<file path="config.mk">
export PLATFORM = sky130hd
export DESIGN_NAME = fpu_norm_pipe
export DESIGN_NICKNAME = d
export VERILOG_FILES = /design/src/rtl/fpu_defs.sv /design/src/rtl/fpu_lzc.sv /design/src/rtl/fpu_norm_pipe.sv
export SDC_FILE = /design/constraint.sdc
export NUM_CORES = 1
export LEC_CHECK = 0
export CORE_MARGIN = 2
export CORE_UTILIZATION = 25
export DETAILED_ROUTE_END_ITERATION = 16
export HOLD_SLACK_MARGIN = 0.15
export SLEW_MARGIN = 20
export SYNTH_ARGS = -nofsm -noshare
export SYNTH_HDL_FRONTEND = slang
export SYNTH_SLANG_ARGS = --single-unit
</file>
<file path="constraint.sdc">
create_clock -name Clk_CI -period 7.3 [get_ports Clk_CI]
set_input_delay 0.73 -clock Clk_CI [delete_from_list [all_inputs] [get_ports Clk_CI]]
set_output_delay 0.73 -clock Clk_CI [all_outputs]
set_load 0.02 [all_outputs]
</file>
<file path="src/rtl/fpu_defs.sv">
// Shared FPU definitions: rounding-mode encodings and the normaliser stage-1 payload.
package fpu_defs;

  localparam logic [2:0] C_FPU_RM_RNE = 3'b000;
  localparam logic [2:0] C_FPU_RM_RTZ = 3'b001;
  localparam logic [2:0] C_FPU_RM_RDN = 3'b010;
  localparam logic [2:0] C_FPU_RM_RUP = 3'b011;
  localparam logic [2:0] C_FPU_RM_RMM = 3'b100;

  // Width-independent part of the stage-1 register; mantissa/exponent are held
  // alongside it because their widths follow the module parameters.
  typedef struct packed {
    logic       sign;
    logic [2:0] rm;
    logic       subn;
    logic       guard;
    logic       rnd;
    logic       sticky;
  } fpu_norm_s1_t;

endpackage

</file>
<file path="src/rtl/fpu_lzc.sv">
// Parametrised leading-zero counter; cnt = WIDTH when the input is all zero.
module fpu_lzc #(
  parameter int WIDTH = 48,
  parameter int CNT_W = $clog2(WIDTH + 1)
) (
  input  logic [WIDTH-1:0] data,
  output logic [CNT_W-1:0] cnt,
  output logic             zero
);

  // Ascending scan: the highest set bit is the last writer.
  always_comb begin
    cnt = CNT_W'(WIDTH);
    for (int i = 0; i < WIDTH; i++)
      if (data[i]) cnt = CNT_W'(WIDTH - 1 - i);
  end

  assign zero = ~|data;

endmodule

</file>
<file path="src/rtl/fpu_norm_pipe.sv">
// Two-stage normaliser/rounder (LZC+shift, then round+flags) with valid/ready and flush.
// FPU_NORM_SUBNORM_EN enables gradual underflow; otherwise tiny results flush to zero.
module fpu_norm_pipe
  import fpu_defs::*;
#(
  parameter int EXP_WIDTH         = 8,
  parameter int MANT_WIDTH        = 23,
  parameter int PRENORM_WIDTH     = 48,
  parameter int EXP_PRENORM_WIDTH = EXP_WIDTH + 2
) (
  input  logic                                Clk_CI,
  input  logic                                Rst_RI,
  input  logic                                Flush_SI,
  input  logic                                In_valid_SI,
  output logic                                In_ready_SO,
  input  logic [PRENORM_WIDTH-1:0]            Mant_in_DI,
  input  logic signed [EXP_PRENORM_WIDTH-1:0] Exp_in_DI,
  input  logic                                Sign_in_DI,
  input  logic [2:0]                          RM_SI,
  output logic                                Out_valid_SO,
  input  logic                                Out_ready_SI,
  output logic [MANT_WIDTH:0]                 Mant_res_DO,
  output logic [EXP_WIDTH-1:0]                Exp_res_DO,
  output logic                                Sign_res_DO,
  output logic                                Inexact_SO,
  output logic                                Exp_OF_SO,
  output logic                                Exp_UF_SO,
  output logic                                Zero_SO
);

  localparam int W   = PRENORM_WIDTH;
  localparam int MW  = MANT_WIDTH + 1;
  localparam int EW  = EXP_PRENORM_WIDTH + 1;
  localparam int LZW = $clog2(W + 1);
  localparam logic signed [EW-1:0] EXP_MAX = EW'((2 ** EXP_WIDTH) - 1);
`ifdef FPU_NORM_SUBNORM_EN
  localparam bit SUBNORM_EN = 1'b1;
`else
  localparam bit SUBNORM_EN = 1'b0;
`endif

  logic s1_valid, s2_valid, s2_adv, in_fire;
  assign s2_adv       = ~s2_valid | Out_ready_SI;
  assign In_ready_SO  = ~s1_valid | s2_adv;
  assign in_fire      = In_valid_SI & In_ready_SO;
  assign Out_valid_SO = s2_valid;

  // ---------------- stage 1: LZC / shift ----------------
  logic [LZW-1:0]       lzc;
  logic                 mant_zero, subn_d;
  logic signed [EW-1:0] exp_in_x, lzc_x, exp_norm_d;
  logic [2*W-1:0]       ext, shifted;

  fpu_lzc #(.WIDTH(W), .CNT_W(LZW)) u_lzc (.data(Mant_in_DI), .cnt(lzc), .zero(mant_zero));

  assign exp_in_x = EW'(Exp_in_DI);
  assign lzc_x    = {{(EW-LZW){1'b0}}, lzc};
  // Zero-padded below so a right shift up to W loses nothing before sticky is taken.
  assign ext      = {Mant_in_DI, {W{1'b0}}};

`ifdef FPU_NORM_SUBNORM_EN
  logic [EW-1:0] rsh;
  assign subn_d = mant_zero | (lzc_x >= exp_in_x);
  always_comb begin
    shifted    = ext << lzc;
    exp_norm_d = exp_in_x - lzc_x + EW'(1);
    rsh        = -exp_in_x;
    if (subn_d) begin
      exp_norm_d = '0;
      if (exp_in_x[EW-1]) shifted = ext >> ((rsh > EW'(W)) ? EW'(W) : rsh);
      else                shifted = ext << exp_in_x;
    end
  end
`else
  always_comb begin
    shifted    = ext << lzc;
    exp_norm_d = exp_in_x - lzc_x + EW'(1);
    subn_d     = mant_zero | exp_norm_d[EW-1] | (exp_norm_d == '0);
  end
`endif

  fpu_norm_s1_t         s1_q;
  logic [MW-1:0]        s1_mant;
  logic signed [EW-1:0] s1_exp;

  always_ff @(posedge Clk_CI) begin
    if (Rst_RI) begin
      s1_valid <= 1'b0;
      s1_q     <= '0;
      s1_mant  <= '0;
      s1_exp   <= '0;
    end else begin
      if (Flush_SI)         s1_valid <= 1'b0;
      else if (In_ready_SO) s1_valid <= In_valid_SI;
      if (in_fire) begin
        s1_mant <= shifted[2*W-1 -: MW];
        s1_exp  <= exp_norm_d;
        s1_q    <= '{sign: Sign_in_DI, rm: RM_SI, subn: subn_d,
                     guard: shifted[2*W-MW-1], rnd: shifted[2*W-MW-2],
                     sticky: |shifted[2*W-MW-3:0]};
      end
    end
  end

  // ---------------- stage 2: round / flags ----------------
  logic                 rup, inexact, ovf, to_inf;
  logic [MW:0]          sum;
  logic [MW-1:0]        mant_r, mant_d;
  logic signed [EW-1:0] exp_base, exp_r;
  logic [EXP_WIDTH-1:0] exp_d;
  logic                 nx_d, of_d, uf_d, zero_d;

  always_comb begin
    inexact = s1_q.guard | s1_q.rnd | s1_q.sticky;
    case (s1_q.rm)
      C_FPU_RM_RNE: rup = s1_q.guard & (s1_q.rnd | s1_q.sticky | s1_mant[0]);
      C_FPU_RM_RMM: rup = s1_q.guard;
      C_FPU_RM_RUP: rup = inexact & ~s1_q.sign;
      C_FPU_RM_RDN: rup = inexact & s1_q.sign;
      default:      rup = 1'b0;
    endcase
    sum = {1'b0, s1_mant} + {{MW{1'b0}}, rup};
    // A subnormal whose hidden bit ends up set (already, or by rounding) is exponent 1.
    exp_base = s1_q.subn ? EW'(1) : s1_exp;
    if (sum[MW]) begin
      mant_r = sum[MW:1];
      exp_r  = exp_base + EW'(1);
    end else begin
      mant_r = sum[MW-1:0];
      exp_r  = (s1_q.subn & ~sum[MW-1]) ? '0 : exp_base;
    end
    ovf    = exp_r >= EXP_MAX;
    to_inf = (s1_q.rm == C_FPU_RM_RNE) | (s1_q.rm == C_FPU_RM_RMM) |
             ((s1_q.rm == C_FPU_RM_RUP) & ~s1_q.sign) | ((s1_q.rm == C_FPU_RM_RDN) & s1_q.sign);

    mant_d = mant_r;
    exp_d  = exp_r[EXP_WIDTH-1:0];
    nx_d   = inexact;
    of_d   = 1'b0;
    if (ovf) begin
      of_d = 1'b1;
      nx_d = 1'b1;
      if (to_inf) begin
        exp_d  = '1;
        mant_d = '0;
      end else begin
        exp_d  = {{(EXP_WIDTH-1){1'b1}}, 1'b0};
        mant_d = '1;
      end
    end
    // Flush-to-zero: a normalised nonzero input always has its top bit set here.
    if (!SUBNORM_EN && s1_q.subn) begin
      mant_d = '0;
      exp_d  = '0;
      nx_d   = s1_mant[MW-1];
    end
    uf_d   = (exp_d == '0) & nx_d;
    zero_d = (mant_d == '0) & (exp_d == '0);
  end

  always_ff @(posedge Clk_CI) begin
    if (Rst_RI) begin
      s2_valid    <= 1'b0;
      Mant_res_DO <= '0;
      Exp_res_DO  <= '0;
      Sign_res_DO <= 1'b0;
      Inexact_SO  <= 1'b0;
      Exp_OF_SO   <= 1'b0;
      Exp_UF_SO   <= 1'b0;
      Zero_SO     <= 1'b0;
    end else begin
      if (Flush_SI)    s2_valid <= 1'b0;
      else if (s2_adv) s2_valid <= s1_valid;
      if (s2_adv & s1_valid) begin
        Mant_res_DO <= mant_d;
        Exp_res_DO  <= exp_d;
        Sign_res_DO <= s1_q.sign;
        Inexact_SO  <= nx_d;
        Exp_OF_SO   <= of_d;
        Exp_UF_SO   <= uf_d;
        Zero_SO     <= zero_d;
      end
    end
  end

endmodule

</file>
# Word level (Yosys, flattened, before mapping)

Index checks and enable logic that the tools add are counted.

Add/subtract/negate cells: 4
$mul: 0
Divide/modulo/power cells: 0
$lt $le $gt $ge: 1
Equal/unequal tests: 3
Shifts and indexed selects: 1
Mux-type cells: 62
Bitwise logic cells: 25
Reductions and logical operators: 8

Operators by type and width:

| operator                                              | number |
|---|---|
| 2-to-1 mux 6 bit                                      | 32 |
| 2-to-1 mux 24 bit                                     | 4 |
| left shift 96 x 6 -> 96 bit                           | 1 |
| 2-to-1 mux 5 bit                                      | 16 |
| OR reduction 70 bit                                   | 1 |
| OR reduction 48 bit                                   | 1 |
| 2-to-1 mux 11 bit                                     | 3 |
| adder 24 x 1 -> 25 bit                                | 1 |
| logical NOT 24 bit                                    | 1 |
| adder 11 x 2 -> 11 bit (second input constant)        | 2 |
| 2-to-1 mux 8 bit                                      | 2 |
| >= comparator 11 x 9 -> 1 bit (second input constant) | 1 |
| logical NOT 11 bit                                    | 1 |
| OR 1 bit                                              | 11 |
| subtractor 10 x 7 -> 11 bit                           | 1 |
| AND 1 bit                                             | 10 |
| logical NOT 8 bit                                     | 1 |
| equality test 3 x 2 -> 1 bit (second input constant)  | 2 |
| 2-to-1 mux 1 bit                                      | 4 |
| NOT 1 bit                                             | 4 |
| one-hot mux 1 bit (4 select lines)                    | 1 |
| equality test 3 bit (second input constant)           | 1 |
| logical NOT 3 bit                                     | 1 |
| OR reduction 2 bit                                    | 1 |
| logical NOT 1 bit                                     | 1 |

Bits in registers: 82
Latch bits: 0
Memory bits (writable): 0
Bits in read-only memories: 0
Bits of input ports: 67
Output and inout bits: 39
Word-level logic and storage cells: 121
Memories: 0

# Depth between registers and ports, before layout

Word-level depth: 52
Mapped depth: 25
Gate-level depth less buffers: 22

# Modules after synthesis

From an unflattened synthesis, not the netlist that was laid out.

Cells, all modules: 1,015
Area, all modules: 7,925.1 sq um

Modules (own cells, without submodules):

| module        | times used | cells an instance | area an instance (sq um) | seq. area each (sq um) |
|---|---|---|---|---|
| fpu_norm_pipe | 1          | 907               | 7,287.0                  | 1,641.6 |
| fpu_lzc       | 1          | 108               | 638.1                    | 0.0 |

# Least setup slack after synthesis

No wires, ideal clock.

Path type: in2reg
Start point: input Mant_in_DI[1]
End point: register s1_q[3] (netlist bit)
Setup time: 0.095 ns
Arrival time: 5.106 ns
Data required time: 7.205 ns
Path slack: 2.099 ns
Cell stages on the path: 25
Path buffers: 4
Cells stage by stage: buf_6 nand2b_4 a2111oi_2 o211ai_1 a221o_2 a21oi_4 inv_6 buf_6 buf_2 buf_1 ha_1 ha_1 inv_1 fa_1 nor2b_1 o21ai_0 a21boi_0 o21ai_0 nand2b_1 a21o_1 a21oi_1 xnor2_1 nor4_1 a21oi_1 a221oi_1

Longest elaborated chain between the ends: 51
Elaborated cells between the ends (all ways): 54
Classes of those cells: add/sub (2); mux (47); bitwise (2); reduce/logical (3)

Ends and longest elaborated chain:

| element                                        | RTL line            | RTL |
|---|---|---|
| start, declared                                | fpu_norm_pipe.sv:16 | `input logic [PRENORM_WIDTH-1:0] Mant_in_DI,` |
| 2-to-1 mux 5 bit (15 in a row)                 | fpu_lzc.sv:15       | `if (data[i]) cnt = CNT_W'(WIDTH - 1 - i);` |
| 2-to-1 mux 6 bit (32 in a row)                 | fpu_lzc.sv:15       |  |
| subtractor 10 x 7 -> 11 bit                    | fpu_norm_pipe.sv:77 | `exp_norm_d = exp_in_x - lzc_x + EW'(1);` |
| adder 11 x 2 -> 11 bit                         | fpu_norm_pipe.sv:77 |  |
| logical NOT 11 bit or OR 1 bit (tied branches) | fpu_norm_pipe.sv:78 | `subn_d = mant_zero \| exp_norm_d[EW-1] \| (exp_norm_d == '0);` |
| OR 1 bit (*)                                   | fpu_norm_pipe.sv:78 |  |
| end signal, assigned                           | fpu_norm_pipe.sv:98 | `s1_q <= '{sign: Sign_in_DI, rm: RM_SI, subn: subn_d,` |
| end, declared                                  | fpu_norm_pipe.sv:82 | `fpu_norm_s1_t s1_q;` |

Every way passes the cells marked *; elsewhere a longest branch is shown, timed or not.
A chain may end at the register's enable or synchronous reset.

# Final worst setup path

Start point: input Mant_in_DI[31]
End point: register s1_q[3] (netlist bit)

Longest elaborated chain between the ends: 21
Elaborated cells between the ends (all ways): 24
Classes of those cells: add/sub (2); mux (17); bitwise (2); reduce/logical (3)

Ends and longest elaborated chain:

| element                                        | RTL line |
|---|---|
| 2-to-1 mux 6 bit (17 in a row)                 | fpu_lzc.sv:15 |
| subtractor 10 x 7 -> 11 bit                    | fpu_norm_pipe.sv:77 |
| adder 11 x 2 -> 11 bit                         | fpu_norm_pipe.sv:77 |
| logical NOT 11 bit or OR 1 bit (tied branches) | fpu_norm_pipe.sv:78 |
| OR 1 bit (*)                                   | fpu_norm_pipe.sv:78 |

Marked as above.

==> summary.txt <==
Worst hold path
  – Beginning of the worst hold path: Mant_res_DO[16]$_SDFFE_PP0P_
  – Hold Crit Class: flip-flop to flip-flop
  – Worst Hold Path EP: Mant_res_DO[16]$_SDFFE_PP0P_
  – WHS Path Cells: 2

Finish
  – Multi-input logic area: 0.00535 mm2
  – Post-synthesis to final-layout area growth: 22.6%
  – Layout Nets: 1111
  – Layout cells sized above 1: 0.0593
  – Diodes inserted: 0
  – Reg area: 0.00164 mm2
  – Fill cells: 3169

Drt
  – DR vias: 7434
  – Post-Route WL: 22.8 mm
  – Via density: 5.26
  – DRT iter0 DRCs: 597
  – DRC viols: 0
  – Initial DRT Pass Iterations: 5
  – Wirelength per Cell: 16.1 um
  – ANT nets after route: 0

Timing
  – Final period demand of the worst path: 5480 ps
  – Final Hold Viols: 0
  – Slew Viols, Final: 0
  – Max Clk Rate: 0.183 GHz
  – Setup Skew: 4.08 ps
  – Rel. slew slack: 0.410
  – Setup TNS: 0 ps
  – Least-Margin Pin Slew: 878 ps
  – Final Setup Violations: 0
  – Tcrit/Tclk final: 0.750
  – Unrepaired setup endpoints after global routing: no

Synth
  – Cell area after synthesis: 0.00735 mm2
  – Synth area leader: dfxtp_1
  – Syn Inst Count: 958
  – Synth Flop Type: dfxtp_1
  – Top cell type's share of synthesized area: 0.223
  – Yosys reg bits: 82
  – Count leader, synth: nand2_1
  – Post-synth ARST share: 0
  – Top cells by area, synth: dfxtp_1, mux2i_1, o21ai_0
  – EDFF count, synth: 0
  – Syn nets: 1045
  – Synth warn: 0
  – Top post-synthesis cells by count: nand2_1, mux2i_1, nor2_1, dfxtp_1, o21ai_0
  – Syn Area/Cell: 7.67 um2
  – Post-synthesis sequential area ratio: 0.223
  – Synth cell types: 75

Die
  – Num rows: 62
  – Ports: 106
  – Chip width: 175 um
  – Initial core utilization: 0.255
  – Die ar.: 0.0308 mm2
  – Die H: 175 um
  – Core area: 0.0289 mm2

Global routing
  – Overall global routing resource usage: 0.144
  – Global route total overflow: 0
  – Largest net degree at the start of global routing: 53
  – GR met1 Demand/Resource: 0.219
  – Initial antenna violation count: 1
  – GRT met2 Usage: 0.212
  – Number of global-route vias before repair: 6746
  – Met3 Track Usage GR: 0.0190
  – Most Used Layer, Global Route: met1
  – First-pass GRT wire length: 36.4 mm

Clocking
  – CTS tree: done
  – CTS H-Tree Depth: 3
  – PostCTS Resize Cnt: 0
  – CTS Root Cell: clkbuf_16
  – Clock transition at path regs: 60 ps
  – Post-CTS Hold Fix Bufs: 0
  – Post-CTS Setup Bufs: 0
  – Clock insertion delay at the later pin of the skew report: 340 ps
  – Clock sink count: 82
  – Num CTS Buffers: 9
  – Max Root-Sink Buffers: 2

Flow run
  – MaxCap Viol Count: 0

Placed design
  – HPWL Detailed: 17.9 mm
  – GPL Wtd Cong: 0.937
  – Port Buf Inserts: 105

Setup path
  – CP endpoint kind: flip-flop
  – Critical Path Start Type: input pin
  – Kind of critical path: input pin to flip-flop
  – Required @ worst endpoint: 7540 ps
  – R2R depth: 17
  – CP cell instances: clkdlybuf4s50_1, nor4_1, o311ai_0, or3b_2, o221a_2, or2_2, inv_2, ha_1, inv_1, ha_1, inv_1, fa_1, nor2b_1, o21ai_0, a21boi_0, o21ai_0, nand2b_1, a21o_1, a21oi_1, xnor2_1, nor4_1, a21oi_1, a221oi_1
  – Max incr delay on CP: 500 ps
  – Reg-to-Reg Start: s1_q[6]$_SDFFE_PP0P_
  – Critical Path Slowest Stage Cell: or3b_2
  – Critical-path maximum fanout: 18
  – R2R Setup Slk: 1930 ps
  – WP data arrival: 5720 ps
  – Reg-to-Reg End: Mant_res_DO[2]$_SDFFE_PP0P_

Outcome
  – Status: complete, no violations

Pwr
  – Power Density: 151 mW/mm2
  – Total power draw: 1.36 mW
  – Maximum vdd drop: 0.000116 V
  – LEAKAGE: 3.63 nW
## critical path, delay by kind of cell
family | cells | cell delay [ps]
simple gates | 6 | 1650
compound gates | 9 | 1470
buf+inv | 4 | 890
fa+ha+maj | 3 | 850
xor+xnor | 1 | 140
## layout by cell type (no fill, tap or decap), drive strengths merged, types with 13 or more instances in the layout
cell | synthesis | final
inv | 31 | 31
a211oi | 26 | 26
mux4 | 13 | 13
xor2 | 19 | 19
o21ai | 81 | 81
nand3 | 24 | 24
nor4 | 22 | 22
a31oi | 14 | 14
nor2b | 14 | 14
xnor2 | 17 | 17
nor2 | 88 | 88
mux2i | 98 | 98
clkbuf | 42 | 13
ha | 19 | 19
a22o | 20 | 20
nor3 | 27 | 27
dfxtp | 82 | 82
nand2 | 98 | 98
clkdlybuf4s50 | 0 | 105
a21oi | 62 | 62
## logic make-up (layout without fill, tap and decap cells)
family,after synthesis,after routing,share of synthesized area
XOR/XNOR,36,36,0.0429
flip-flops,82,82,0.223
multiplexers,117,117,0.185
adder cells (fa/ha/maj),20,20,0.0351
buffers and inverters,94,164,0.0521
AND/OR/NAND/NOR,337,337,0.220
AO/OA/AOI/OAI,272,272,0.242
## state kept, by name (all words and copies together) (netlist names)
signal,cells
Exp_OF_SO,1
Zero_SO,1
Out_valid_SO,1
s1_q,8
s1_mant,24
s1_exp,11
Mant_res_DO,24
s1_valid,1
Sign_res_DO,1
Exp_UF_SO,1
Exp_res_DO,8
Inexact_SO,1
## stage by stage
stage	area (um2)	hold slack (ps)	setup slack (ps)	instances	utilization
CTS	9010	442	1830	1412	0.312
global route	9010	475	1400	1412	0.312
floorplan	7350	444	2100	958	-
finish	9010	443	1820	1412	0.312
global placement	8740	431	1530	1397	0.303
detailed placement	8740	435	1510	1397	0.303
## metal layers
layer / vias up / wire [um]
met5: - / 12
met4: 2 / 257
met3: 24 / 1540
met2: 292 / 9430
met1: 3413 / 11500
li1: 3703 / -
## power breakdown
group	total, mW	switching (mW)	internal, mW
clock network	0.414	0.168	0.246
logic	0.440	0.252	0.188
registers	0.508	0.0316	0.476
## how the worst max path moves through the flow
stage | start | endpoint | slack, ps | cells past startpoint
finish | Mant_in_DI[31] | s1_q[3]$_SDFFE_PP0P_ | 1820 | 23
global route | Mant_in_DI[31] | s1_q[3]$_SDFFE_PP0P_ | 1400 | 23
CTS | Mant_in_DI[31] | s1_q[3]$_SDFFE_PP0P_ | 1830 | 23
detailed placement | Mant_in_DI[31] | s1_q[3]$_SDFFE_PP0P_ | 1510 | 23
global placement | Mant_in_DI[31] | s1_q[3]$_SDFFE_PP0P_ | 1530 | 23
floorplan | Mant_in_DI[1] | s1_q[3]$_SDFFE_PP0P_ | 2100 | 25
## area by class of cell
type                    count  area share
repair buffers            117       0.127
inverters                  32      0.0139
clock inverters             2     0.00139
clock buffers              13      0.0289
flip-flops and latches     82       0.182
well taps                 384      0.0533
multi-input cells         782       0.594
No activity file was read; power rests on OpenSTA's default activity.
